$ cat src/rtl/param_parking_meter.sv
// Parking meter: coin/preset credit, tick-driven countdown, BCD display with
// low-time blink and idle flash, and a one-cycle expiry pulse.
module param_parking_meter #(
    parameter int TICK_DIV   = 100,
    parameter int FLASH_DIV  = 50,
    parameter int MAX_TIME   = 9999,
    parameter int LOW_THRESH = 180,
    parameter int COIN0      = 60,
    parameter int COIN1      = 120,
    parameter int COIN2      = 180,
    parameter int COIN3      = 300,
    parameter int PRESET0    = 16,
    parameter int PRESET1    = 150
) (
    input  logic        clk,
    input  logic        rst,
    input  logic [3:0]  coin,
    input  logic [1:0]  preset,
    output logic [13:0] time_val,
    output logic [15:0] digits,
    output logic        disp_on,
    output logic [1:0]  mode,
    output logic        expired
);

    typedef enum logic [1:0] {
        MODE_IDLE = 2'd0,
        MODE_RUN  = 2'd1,
        MODE_LOW  = 2'd2
    } mode_t;

    localparam int          TW      = (TICK_DIV > 1) ? $clog2(TICK_DIV) : 1;
    localparam int          FW      = (FLASH_DIV > 1) ? $clog2(FLASH_DIV) : 1;
    localparam logic [14:0] MAX_T   = 15'(MAX_TIME);
    localparam logic [13:0] LOW_T   = 14'(LOW_THRESH);

    logic [TW-1:0] r_tick_cnt;
    logic [FW-1:0] r_flash_cnt;
    logic          r_flash;
    logic [3:0]    r_coin_q;
    logic [13:0]   r_time;
    mode_t         r_mode;
    logic          r_expired;

    logic          w_tick;
    logic          w_flash_wrap;
    logic [3:0]    w_coin_rise;
    logic [14:0]   w_credit;
    logic [14:0]   w_sum;
    logic [13:0]   w_time_nxt;
    mode_t         w_mode_nxt;
    logic          w_expired_nxt;
    logic          w_disp;

    function automatic mode_t mode_of(input logic [13:0] t);
        if (t == 14'd0)
            return MODE_IDLE;
        else if (t < LOW_T)
            return MODE_LOW;
        else
            return MODE_RUN;
    endfunction

    // Double-dabble binary to 4-digit BCD.
    function automatic logic [15:0] to_bcd(input logic [13:0] bin);
        logic [29:0] sh;
        sh = {16'd0, bin};
        for (int i = 0; i < 14; i++) begin
            for (int d = 0; d < 4; d++) begin
                if (sh[14+4*d +: 4] >= 4'd5)
                    sh[14+4*d +: 4] = sh[14+4*d +: 4] + 4'd3;
            end
            sh = sh << 1;
        end
        return sh[29:14];
    endfunction

    assign w_tick       = (r_tick_cnt == TW'(TICK_DIV - 1));
    assign w_flash_wrap = (r_flash_cnt == FW'(FLASH_DIV - 1));
    assign w_coin_rise  = coin & ~r_coin_q;

    always_ff @(posedge clk) begin
        if (rst) begin
            r_tick_cnt  <= '0;
            r_flash_cnt <= '0;
            r_flash     <= 1'b1;
            r_coin_q    <= 4'd0;
        end else begin
            r_tick_cnt  <= w_tick ? '0 : r_tick_cnt + TW'(1);
            r_flash_cnt <= w_flash_wrap ? '0 : r_flash_cnt + FW'(1);
            r_flash     <= w_flash_wrap ? ~r_flash : r_flash;
            r_coin_q    <= coin;
        end
    end

    // Lowest-index coin wins; simultaneous higher coins are dropped.
    always_comb begin
        w_credit = 15'd0;
        if (w_coin_rise[0])
            w_credit = 15'(COIN0);
        else if (w_coin_rise[1])
            w_credit = 15'(COIN1);
        else if (w_coin_rise[2])
            w_credit = 15'(COIN2);
        else if (w_coin_rise[3])
            w_credit = 15'(COIN3);
    end

    assign w_sum = {1'b0, r_time} + w_credit - 15'(w_tick);

    always_comb begin
        w_time_nxt    = r_time;
        w_expired_nxt = 1'b0;
        if (preset[0]) begin
            w_time_nxt = 14'(PRESET0);
        end else if (preset[1]) begin
            w_time_nxt = 14'(PRESET1);
        end else if (|w_coin_rise) begin
            w_time_nxt = (w_sum > MAX_T) ? MAX_T[13:0] : w_sum[13:0];
        end else if (w_tick && (r_time != 14'd0)) begin
            w_time_nxt    = r_time - 14'd1;
            w_expired_nxt = (r_time == 14'd1);
        end
        w_mode_nxt = mode_of(w_time_nxt);
    end

    always_ff @(posedge clk) begin
        if (rst) begin
            r_time    <= 14'd0;
            r_mode    <= MODE_IDLE;
            r_expired <= 1'b0;
        end else begin
            r_time    <= w_time_nxt;
            r_mode    <= w_mode_nxt;
            r_expired <= w_expired_nxt;
        end
    end

    // Low time blinks on the parity of the remaining time.
    always_comb begin
        w_disp = 1'b1;
        case (r_mode)
            MODE_IDLE: w_disp = r_flash;
            MODE_LOW:  w_disp = ~r_time[0];
            default:   w_disp = 1'b1;
        endcase
    end

    assign time_val = r_time;
    assign mode     = r_mode;
    assign expired  = r_expired;
    assign disp_on  = w_disp;
    assign digits   = to_bcd(r_time);

endmodule

$ cat config.mk
export PLATFORM = sky130hd
export DESIGN_NAME = param_parking_meter
export DESIGN_NICKNAME = d
export VERILOG_FILES = /design/src/rtl/param_parking_meter.sv
export SDC_FILE = /design/constraint.sdc
export NUM_CORES = 1
export LEC_CHECK = 0
export ABC_AREA = 1
export CAP_MARGIN = 20
export CORE_MARGIN = 5
export CORE_UTILIZATION = 30
export CTS_BUF_LIST = sky130_fd_sc_hd__clkbuf_4
export CTS_CLUSTER_DIAMETER = 80
export DETAILED_ROUTE_END_ITERATION = 7
export GPL_TIMING_DRIVEN = 1
export HOLD_SLACK_MARGIN = 0.15
export PLACE_DENSITY = 0.48
export SKIP_CTS_REPAIR_TIMING = 1
export SYNTH_ARGS = -nofsm -noshare
export SYNTH_HDL_FRONTEND = slang
export SYNTH_SLANG_ARGS = --single-unit
$ cat constraint.sdc
create_clock -name clk -period 8.4 [get_ports clk]
set_input_delay 1.68 -clock clk [delete_from_list [all_inputs] [get_ports clk]]
set_output_delay 1.68 -clock clk [all_outputs]
set_load 0.01 [all_outputs]
==> summary.md, run 1 <==
| Metric | Value |
|---|---|
| First-pass GRT wire length | about 22000 um |
| I/O pin count | 42 |
| All-Layer GR Usage | 0.126 |
| FMAX | ~120 MHz |
| Worst Max-Slew Pin Slew | 0.735 ns |
| Multi-input gate area | 4550 sq um |
| RSZ-0062 raised after global routing | true |
| Worst min path class | register to register |
| Clk slew on worst S/H paths | 0.11 ns |
| DR DRC count | 0 |
| Worst Skew | roughly 0.023 ns |
| Post-synthesis cell count | about 840 |
| Initial antenna violation count | 0 |
| ANT cells | 0 |
| Number of distinct library cells after synthesis | 46 |
| Max stage delay on crit path | 0.36 ns |
| Fin util | 0.441 |
| Nature of the critical path startpoint | register |
| Worst Slack Setup Final | -0.258 ns |
| Core area | 17200 sq um |
| TritonCTS clock tree | done |
| Initial cell density of the core | 0.304 |
| Die Y | 142 um |
| Post-DR wirelength/cell | roughly 10 um |
| Inst Count DP | approximately 1200 |
| Setup_tns | -0.964 ns |
| Post-route minimum period | 8.66 ns |
| Synth Register Bits | 35 |
| Syn avg cell area | a little over 6 sq um |
| # setup viols final | 10 |
| Setup crit end kind | output port |
| Main synth FF type | dfxtp_1 |
| CTS Sinks | 35 |
| Warnings, synthesis | 0 |
| Critical path fanouts, max | 5 |
| Vias in the first global route | slightly above 5000 |
| Arr. time, crit path | 6.98 ns |
| Die Wd | 142 um |
| Worst EP required | ~6.7 ns |
| Largest net degree at the start of global routing | 22 |
| Vias per cell | 4.53 |
| Slew Limit Fails | 0 |
| Core Rows | 48 |
| Aggregate global routing overflow | 0 |
| Max_slew headroom | 0.508 |
| Root Driver | clkbuf_4 |
| Area grow syn2layout | 45.0% |
| Hpwl dp | 10700 um |
| Final nets | 1074 |
| Max clock buf depth | 2 |
| Most Frequent Cell on Critical Path | nand2_4 |
| Layout cells sized above 1 | 0.352 |
| Vias | 5600 |
| IO Port Bufs | 41 |
| Max cap viols | 0 |
| Post-synth ARST share | 0 |
| Most instantiated cells after synthesis | nand2_1, inv_1, nor2_1, nand3_1, nand2_2 |
| Count of flip-flops with a built-in enable after synthesis | 0 |
| Die area | 20200 sq um |
| Initial DRC Count | between 150 and 200 |
| Failing checks | setup timing |
| Most frequent cell after synthesis | nand2_1 |
| First drt pass iteration count | 4 |
| Post-Route WL | 12900 um |
| H-tree Lvls | 2 |
| GP Congestion | 0.758 |
| Non-filler cells in the finished layout | around 1200 |
| Post-route ant nets | 0 |
| Max stage delay cell, worst path | dfxtp_4 |
| Fin. Hold Viols | 0 |
| Synth top area cells | dfxtp_1, ha_1, nand2_1 |
| Storage cell area | 708 sq um |
| Outcome | complete, but fails checks |
| Critical path class | register to output port |
| Seq/Total Area, Yosys | 0.134 |
| Synth area leader | dfxtp_1 |
| Fill count | 1840 |
| Num CTS Buffers | 5 |
| Synth Cell Area | 5230 sq um |
| Worst skew pair latency | around 0.36 ns |
| Synthesized netlist net count | 904 |
| Yosys top cell area share | 0.134 |
| Final Cycle Share | 1.03 |
-- worst max-delay path, delay by kind of cell, from the launching register on --
family	cells	cell delay, ns
xor+xnor	2	0.30
buf+inv	10	0.68
compound gates	6	0.92
simple gates	29	2.73
flops	1	0.36
fa+ha+maj	10	1.61
-- layer usage --
metal  up-vias  routed length (um)  global-route usage
met5         -                   0                   0
met4         0                 116              0.0253
met3         8                 325              0.0104
met2        52                6470               0.233
met1      2503                6020               0.159
li1       3037                   -                   -
-- layout by cell type (no fill, tap or decap), types with 5 or more instances in the layout --
| cell type | count |
|---|---|
| xor2_1 | 17 |
| buf_4 | 125 |
| dlymetal6s2s_1 | 8 |
| nand2_4 | 34 |
| nand3_1 | 60 |
| dfxtp_1 | 33 |
| inv_4 | 6 |
| inv_2 | 22 |
| nand3_4 | 12 |
| nand3_2 | 25 |
| clkdlybuf4s50_1 | 26 |
| a21oi_1 | 30 |
| nor2_1 | 77 |
| ha_2 | 6 |
| nand2_2 | 66 |
| inv_1 | 124 |
| clkbuf_4 | 5 |
| o21ai_0 | 21 |
| nand4_1 | 19 |
| nand2_1 | 145 |
| ha_1 | 36 |
| o21bai_1 | 6 |
| ha_4 | 12 |
| nor3_1 | 13 |
-- final timing paths --
| path | depth (start not counted) | to | slack [ns] | startpoint |
|---|---|---|---|---|
| setup / recovery | 57 | digits[14] | -0.26 | time_val[12] |
| hold / removal | 1 | r_tick_cnt[0] | 0.46 | r_tick_cnt[0] |
| setup reg to reg | 24 | mode[1] | 3.04 | r_coin_q[3] |
| hold reg to reg | 1 | r_tick_cnt[0] | 0.46 | r_tick_cnt[0] |
-- flip-flops by register name, indices dropped and copies added (netlist names) --
signal / count
time_val: 14
r_tick_cnt: 7
r_flash_cnt: 6
r_coin_q: 4
mode: 2
expired: 1
r_flash: 1
-- stage by stage --
step | area [sq um] | hold WS (ns) | setup WS, ns
final | 7570 | 0.457 | -0.258
after global routing | 7570 | 0.483 | -0.713
after CTS | 6950 | 0.463 | -1.03
after detailed placement | 6870 | 0.444 | -0.633
after global placement | 6870 | 0.432 | -0.426
after floorplan | 5360 | 0.418 | 0.0124
-- cells by family after synthesis --
logic type      after synthesis  synth area share
compound gates               87             0.101
fa+ha+maj                    55             0.133
buf+inv                     158             0.114
simple gates                480             0.472
flops                        35             0.134
xor+xnor                     26            0.0450
-- layout make-up --
type,instances,share of cell area
clock inverters,3,0.00578
flip-flops and latches,35,0.0935
well taps,225,0.0372
clock buffers,5,0.00496
multi-input cells,648,0.601
inverters,152,0.0773
repair buffers,169,0.181
Power of run 1 is left out: the tool's default activity adds up to more than one toggle a clock period on the data nets, which glitch-free logic cannot reach.
==> run 2: changes to the inputs <==
--- a/config.mk
+++ b/config.mk
@@ -14,7 +14,6 @@
 export DETAILED_ROUTE_END_ITERATION = 7
 export GPL_TIMING_DRIVEN = 1
 export HOLD_SLACK_MARGIN = 0.15
-export PLACE_DENSITY = 0.48
 export SKIP_CTS_REPAIR_TIMING = 1
 export SYNTH_ARGS = -nofsm -noshare
 export SYNTH_HDL_FRONTEND = slang
==> run 2 against run 1 <==
Net effect: the run still ends with setup timing left; register-to-register slack improved by 0.15 ns; first-iteration DRC count grew 12%; critical path depth rose by 2; critical path type unchanged.
==> summary.md, run 2 (synthesis gave the netlist of run 1 again) <==
| Metric | Value |
|---|---|
| Initial cell density of the core | 0.304 |
| Max_slew headroom | 0.520 |
| Post-route ant nets | 0 |
| Post-Route WL | ~13000 um |
| Worst skew pair latency | between 0.3 and 0.4 ns |
| # setup viols final | 6 |
| Max stage delay on crit path | 0.36 ns |
| CTS Sinks | 35 |
| Inst Count DP | roughly 1200 |
| GP Congestion | 0.799 |
| Most frequent cells in the layout | nand2_1, inv_1, buf_4 |
| Max stage delay cell, worst path | dfxtp_4 |
| Core Rows | 48 |
| Worst EP required | approximately 6.7 ns |
| Worst min path class | register to register |
| Aggregate global routing overflow | 0 |
| I/O pin count | 42 |
| Core area | between 15000 and 20000 sq um |
| DR DRC count | 0 |
| Failing checks | setup timing |
| Initial DRC Count | roughly 200 |
| IO Port Bufs | between 40 and 50 |
| Initial antenna violation count | 0 |
| Num CTS Buffers | 5 |
| Clk slew on worst S/H paths | around 0.10 ns |
| Largest net degree at the start of global routing | 22 |
| Slew Limit Fails | 0 |
| Worst Slack Setup Final | -0.248 ns |
| Hpwl dp | 10100 um |
| Outcome | complete, but fails checks |
| Worst Skew | between 0.004 and 0.005 ns |
| Reg-to-reg slack, setup | 3.19 ns |
| Vias in the first global route | 5180 |
| First-pass GRT wire length | 20900 um |
| Met3 wire len | 341 um |
| Area post-placement | 6830 sq um |
| M1 wire length | 5790 um |
| Post-route minimum period | ~8.6 ns |
| Arr. time, crit path | 6.97 ns |
| Vias | 5659 |
| Fill count | 1753 |
| Die area | between 20000 and 25000 sq um |
| Max Used Layer | met4 |
| Vias per cell | 4.59 |
| Met2 WL | 6590 um |
| Post-DR wirelength/cell | 10.4 um |
| FMAX | approximately 120 MHz |
| Max cap viols | 0 |
| TritonCTS clock tree | done |
| Non-filler cells in the finished layout | 1233 |
| Critical path class | register to output port |
| Fin. Hold Viols | 0 |
| Most common cell after layout, fill and taps aside | nand2_1 |
| H-tree Lvls | 2 |
| Layout cells sized above 1 | 0.388 |
| Root Driver | clkbuf_4 |
| Max FFs per register | 14 |
| Setup crit end kind | output port |
| Critical path fanouts, max | 4 |
| ANT cells | 0 |
| Final Cycle Share | 1.03 |
| RSZ-0062 raised after global routing | true |
| All-Layer GR Usage | 0.117 |
| Area grow syn2layout | 47.5% |
| Max clock buf depth | 2 |
| Worst hold slack | 0.452 ns |
| Final nets | 1070 |
| Die Y | 142 um |
| Post-Layout Inst Area | a little under 8000 sq um |
| Nature of the critical path startpoint | register |
| Worst Max-Slew Pin Slew | about 0.72 ns |
| First drt pass iteration count | 4 |
| Die Wd | 142 um |
| DP Worst Slack | -0.597 ns |
run 2: cell types whose count changed in the layout (fill, tap and decap cells not counted), moves of 5 or more:
cell / change
inv_1: -6
ha_4: +5
nand2_1: -18
buf_6: +6
buf_2: +6
nand2_4: +10
buf_4: -10
nand2_2: +9
run 2: path summary, 6_finish.rpt:
| path | start | cells after the start | to |
|---|---|---|---|
| worst max-delay path | time_val[12] | 59 | digits[13] |
| worst min register to register | r_tick_cnt[0] | 1 | r_tick_cnt[0] |
| worst max register to register | r_coin_q[3] | 24 | mode[1] |
| worst min-delay path | r_tick_cnt[0] | 1 | r_tick_cnt[0] |
run 2: cell type report:
cell class / count / area (sq um) / area share
clock buffer: 7 / 52.6 / 0.00682
sequential: 35 / 708 / 0.0919
timing repair buffer: 165 / 1330 / 0.173
multi-input combinational: 648 / 4740 / 0.615
tap: 225 / 282 / 0.0365
inverter: 152 / 591 / 0.0766
clock inverter: 1 / 5.00 / 0.000649
run 2: worst max-delay path, delay by kind of cell, from the launching register on:
| family | cells | cell delay (ns) |
|---|---|---|
| simple gates | 31 | 2.80 |
| buf+inv | 10 | 0.67 |
| compound gates | 4 | 0.54 |
| fa+ha+maj | 11 | 1.71 |
| flops | 1 | 0.36 |
| xor+xnor | 3 | 0.56 |
run 2: layer usage:
| metal | GRT usage | vias to the layer above |
|---|---|---|
| met2 | 0.224 | 81 |
| met3 | 0.00773 | 8 |
| met5 | 0 | - |
| li1 | - | 3039 |
| met1 | 0.147 | 2531 |
| met4 | 0.0152 | 0 |
run 2: stage by stage:
stage / util / TNS [ns]
3_3_place_gp: 0.398 / -2.70
6_report: 0.449 / -0.736
4_1_cts: 0.401 / -8.69
2_1_floorplan: - / 0
5_1_grt: 0.449 / -5.65
3_5_place_dp: 0.398 / -4.49
Power of run 2 is left out for the same reason.
==> run 3: changes to the inputs <==
--- a/config.mk
+++ b/config.mk
@@ -11,9 +11,11 @@
 export CORE_UTILIZATION = 30
 export CTS_BUF_LIST = sky130_fd_sc_hd__clkbuf_4
 export CTS_CLUSTER_DIAMETER = 80
+export CTS_CLUSTER_SIZE = 16
 export DETAILED_ROUTE_END_ITERATION = 7
 export GPL_TIMING_DRIVEN = 1
 export HOLD_SLACK_MARGIN = 0.15
+export REMOVE_ABC_BUFFERS = 1
 export SKIP_CTS_REPAIR_TIMING = 1
 export SYNTH_ARGS = -nofsm -noshare
 export SYNTH_HDL_FRONTEND = slang
==> run 3 against run 2 <==
Net effect: the flow still finishes with violations (setup timing); critical path depth grew 3; sequential share of layout area down 0.29 points; utilization is 1.2 points higher; final cell count increased by 1.9%; setup slack lost 0.065 ns; count of clock-buffer cells in the layout shrank 2; non-clock buffer count rose by 23; via count grew 1.3%; fmax is 0.75% lower; hold slack gained 0.0081 ns.
==> summary.md, run 3 (synthesis gave the netlist of run 1 again) <==
| Metric | Value |
|---|---|
| First drt pass iteration count | 5 |
| Worst Max-Slew Pin Slew | 0.792 ns |
| Num CTS Buffers | 5 |
| Max stage delay cell, worst path | dfxtp_2 |
| Post-DR wirelength/cell | 10.8 um |
| Max cap viols | 0 |
| Critical path fanouts, max | 5 |
| Clk slew on worst S/H paths | around 0.12 ns |
| H-tree Lvls | 2 |
| Crit path from | time_val[12] |
| Setup crit end kind | output port |
| Max FFs per register | 14 |
| GP Congestion | between 0.8 and 0.9 |
| I/O pin count | 42 |
| Final Cycle Share | 1.04 |
| Initial DRC Count | 183 |
| Arr. time, crit path | 7.03 ns |
| ANT cells | 0 |
| Initial cell density of the core | 0.304 |
| Post-route ant nets | 0 |
| TritonCTS clock tree | done |
| Fill count | 1731 |
| Core area | around 17000 sq um |
| Vias in the first global route | between 5000 and 6000 |
| Aggregate global routing overflow | 0 |
| Post-Route WL | 13600 um |
| Reg-to-reg slack, setup | 3.04 ns |
| Hpwl dp | roughly 10000 um |
| Multi-input gate area | 4720 sq um |
| Most Frequent Cell on Critical Path | nand2_4 |
| Nature of the critical path startpoint | register |
| CTS Sinks | 35 |
| Vias per cell | 4.56 |
| Non-filler cells in the finished layout | between 1000 and 1500 |
| Vias | 5733 |
| Die Wd | approximately 140 um |
| Storage cell area | around 700 sq um |
| All-Layer GR Usage | 0.118 |
| Die area | 20200 sq um |
| IO Port Bufs | 41 |
| WHS Endpoint | r_tick_cnt[0] |
| Failing checks | setup timing |
| Worst Skew | 0.00925 ns |
| # setup viols final | 11 |
| Most frequent cells in the layout | buf_4, nand2_1, inv_1 |
| Core Rows | 48 |
| Area grow syn2layout | 51.3% |
| Outcome | complete, but fails checks |
| Inst Count DP | 1219 |
| First-pass GRT wire length | 21100 um |
| Initial antenna violation count | 0 |
| Worst skew pair latency | 0.34 ns |
| Die Y | 142 um |
| RSZ-0062 raised after global routing | true |
| Worst hold stages | 1 |
| Most common cell after layout, fill and taps aside | buf_4 |
| Max clock buf depth | 2 |
| Final nets | approximately 1100 |
| DR DRC count | 0 |
| Post-route minimum period | 8.71 ns |
| Root Driver | clkbuf_4 |
| Max stage delay on crit path | 0.35 ns |
| Critical path class | register to output port |
| Worst reg2reg startpoint | r_tick_cnt[0] |
| Layout cells sized above 1 | 0.404 |
| Fin. Hold Viols | 0 |
| Reg2Reg Depth | 29 |
| Worst hold start | r_tick_cnt[0] |
| R2r endpoint | mode[0] |
| Worst EP required | 6.72 ns |
| Max_slew headroom | 0.471 |
| Worst Slack Setup Final | -0.314 ns |
| Worst min path class | register to register |
| Slew Limit Fails | 0 |
| FMAX | approximately 110 MHz |
| Largest net degree at the start of global routing | 22 |
==> run 3: cell types whose count changed in the layout (fill, tap and decap cells not counted), sizes merged <==
cell | before | now
dlymetal6s2s | 4 | 2
clkbuf | 9 | 6
clkinv | 1 | 0
bufinv | 0 | 2
buf | 133 | 159
clkinvlp | 0 | 1
==> run 3: final cells by class <==
type                    count  share of cell area
clock buffers               5             0.00475
well taps                 225              0.0356
repair buffers            188               0.192
clock inverters             3             0.00855
multi-input cells         648               0.597
flip-flops and latches     35              0.0890
inverters                 152              0.0731
==> run 3: metrics by stage <==
stage / setup WS (ns) / instance area, sq um / utilization / hold slack (ns) / setup TNS, ns
after detailed placement: -1.11 / 6780 / 0.395 / 0.437 / -8.82
after global placement: -0.867 / 6780 / 0.395 / 0.435 / -6.32
after global routing: -0.820 / 7910 / 0.460 / 0.502 / -7.59
final: -0.314 / 7910 / 0.460 / 0.460 / -1.77
after CTS: -1.54 / 6880 / 0.401 / 0.462 / -14.22
after floorplan: -0.663 / 5200 / - / 0.418 / -1.44
==> run 3: critical path, delay by kind of cell (launching register included) <==
family / cells / cell delay [ns]
buf+inv: 11 / 0.84
flops: 1 / 0.35
xor+xnor: 2 / 0.34
fa+ha+maj: 8 / 1.23
compound gates: 4 / 0.54
simple gates: 37 / 3.35
==> run 3: per-layer routing <==
| layer | global-route usage | part of all wire |
|---|---|---|
| met5 | 0 | 0 |
| met1 | 0.153 | 0.46 |
| met3 | 0.0155 | 0.022 |
| met2 | 0.218 | 0.52 |
| met4 | 0.0111 | 0.0021 |
==> run 3: worst max-delay path by stage <==
stage                  to  cells after the start
2_1_floorplan  digits[14]                     61
3_3_place_gp   digits[14]                     62
3_5_place_dp   digits[14]                     62
4_1_cts        digits[14]                     62
5_1_grt        digits[14]                     60
6_report       digits[14]                     62
Power of run 3 is left out for the same reason.
==> patch, RTL diff (flow settings as in run 1) <==
Reset style: asynchronous (`rst`), changed in 2 clocked blocks.
--- a/src/rtl/param_parking_meter.sv
+++ b/src/rtl/param_parking_meter.sv
@@ -80,5 +80,5 @@
     assign w_coin_rise  = coin & ~r_coin_q;
 
-    always_ff @(posedge clk) begin
+    always_ff @(posedge clk or posedge rst) begin
         if (rst) begin
             r_tick_cnt  <= '0;
@@ -125,5 +125,5 @@
     end
 
-    always_ff @(posedge clk) begin
+    always_ff @(posedge clk or posedge rst) begin
         if (rst) begin
             r_time    <= 14'd0;
Function: differs if rst is asserted again (counterexample within 4 cycles, from zero or initial values and one cycle with rst high); with rst held inactive, the same outputs for 4 cycles.
==> patch against run 1 <==
  * The flow still finishes with violations (setup timing)
  * Design area is 3.5% higher
  * Register-to-register slack improved by 40 ps
  * Synthesized area up 5.0%
  * Sequential cell count is the same
  * Fmax increased by 0.65%
  * Routed wire length barely moved
  * Global-route usage fell by 0.75 points
  * Via count decreased by 2.0%
  * Worst setup slack gained 56 ps
  * Final cell count fell by 0.24%
  * Largest cell class unchanged
Power is not shown: default switching activity piles up to over one toggle a cycle in this logic, so the estimate is an artifact.
==> patch: results (changes against run 1) <==
Avg Vias per Cell 4.45 (-1.8%); number of global-route vias before repair 5179 (-0.13%); Mapped Nets 889 (-1.7%); final net count 1067 (-0.65%); GRT Util Overall 0.118 (-0.00750); layout cell share with drive strength beyond 1 0.387 (+0.0353); outcome finished with violations; Post-synth top cells nand2_1 (163), inv_1 (144), nand3_1 (66); Adder-Cell Fraction of Synth Area 0.127 (-0.00637); post-synth cell types 44 (-4.3%); Compound-Gate Fraction of Synth Area 0.0985 (-0.00256); sum of net half-perimeters after detailed placement 10400 um (-2.2%); gpl congestion 0.770 (+1.5%); Post-Synth XOR/XNOR Area 0.0504 (+0.00537); async set-reset flop share out of synthesis 1.00 (+1.00); critical path arrival 6920 ps (-60 ps); DR pass1 iterations 6 (+2); final worst slack -202 ps (+55.7 ps); Seq/Total Area, Yosys 0.160 (+0.0257); R2R cell count 35 (+46%); crit-path max FO 4 (-1); slowest cell delay on critical path 450 ps (+90 ps); failing checks setup timing; clk_lat worst skew 340 ps (-20 ps); top cells by area, synth dfrtp_1 (16%), ha_1 (12%), nand2_1 (11%); initial antenna violation count 0 (unchanged); final setup fails 8 (-2); Relative slew margins 0.427 (-0.0812); routed len/inst 10.5 um (+0.20%); placed instance area 7250 sq um (+5.5%); slowest cell on the critical path dfrtp_2; Worst Skew 7.85 ps (-15.0 ps)
==> patch: changes by cell type after synthesis, sizes merged, moves of 4 or more <==
cell and change:
nor3 -5, nor2 -23, nor3b -4, nand2 +6, dfxtp -35, inv +7
nand4 -5, xor2 +5, a21oi +8, nor4 +4, o21ai +4, dfrtp +34
==> patch: layer usage <==
layer / part of all wire / track usage / vias up
met2: 0.49 / 0.210 / 56
met4: 0.010 / 0.0191 / 0
met3: 0.021 / 0.00998 / 10
met1: 0.48 / 0.159 / 2426
li1: - / - / 2996
met5: 0 / 0 / -
==> patch: stage by stage <==
stage / setup slack, ps / instances / TNS (ps) / utilization
finish: -202 / 1234 / -597 / 0.436
global route: -699 / 1234 / -6310 / 0.436
detailed placement: -569 / 1216 / -4280 / 0.404
floorplan: 0.532 / 826 / 0 / -
global placement: -485 / 1216 / -3330 / 0.404
CTS: -1000 / 1224 / -9090 / 0.407
==> patch: layout make-up <==
cell class | count | share of cell area
clock buffer | 6 | 0.00575
inverter | 160 | 0.0776
multi-input combinational | 627 | 0.586
timing repair buffer | 175 | 0.180
sequential | 35 | 0.112
tap | 229 | 0.0366
clock inverter | 2 | 0.00160
==> patch: final timing paths <==
kind | from | endpoint | slack (ps)
max in group asynchronous | rst | r_flash$_DFFE_PP1N_ | 6340
worst min register to register | r_tick_cnt[0]$_DFF_PP0_ | r_tick_cnt[0]$_DFF_PP0_ | 470
worst min-delay path | r_tick_cnt[0]$_DFF_PP0_ | r_tick_cnt[0]$_DFF_PP0_ | 470
min in group asynchronous | rst | r_flash_cnt[1]$_DFF_PP0_ | 1710
worst max-delay path | time_val[12]$_DFF_PP0_ | digits[14] | -200
worst max register to register | r_tick_cnt[0]$_DFF_PP0_ | mode[1]$_DFF_PP0_ | 3080
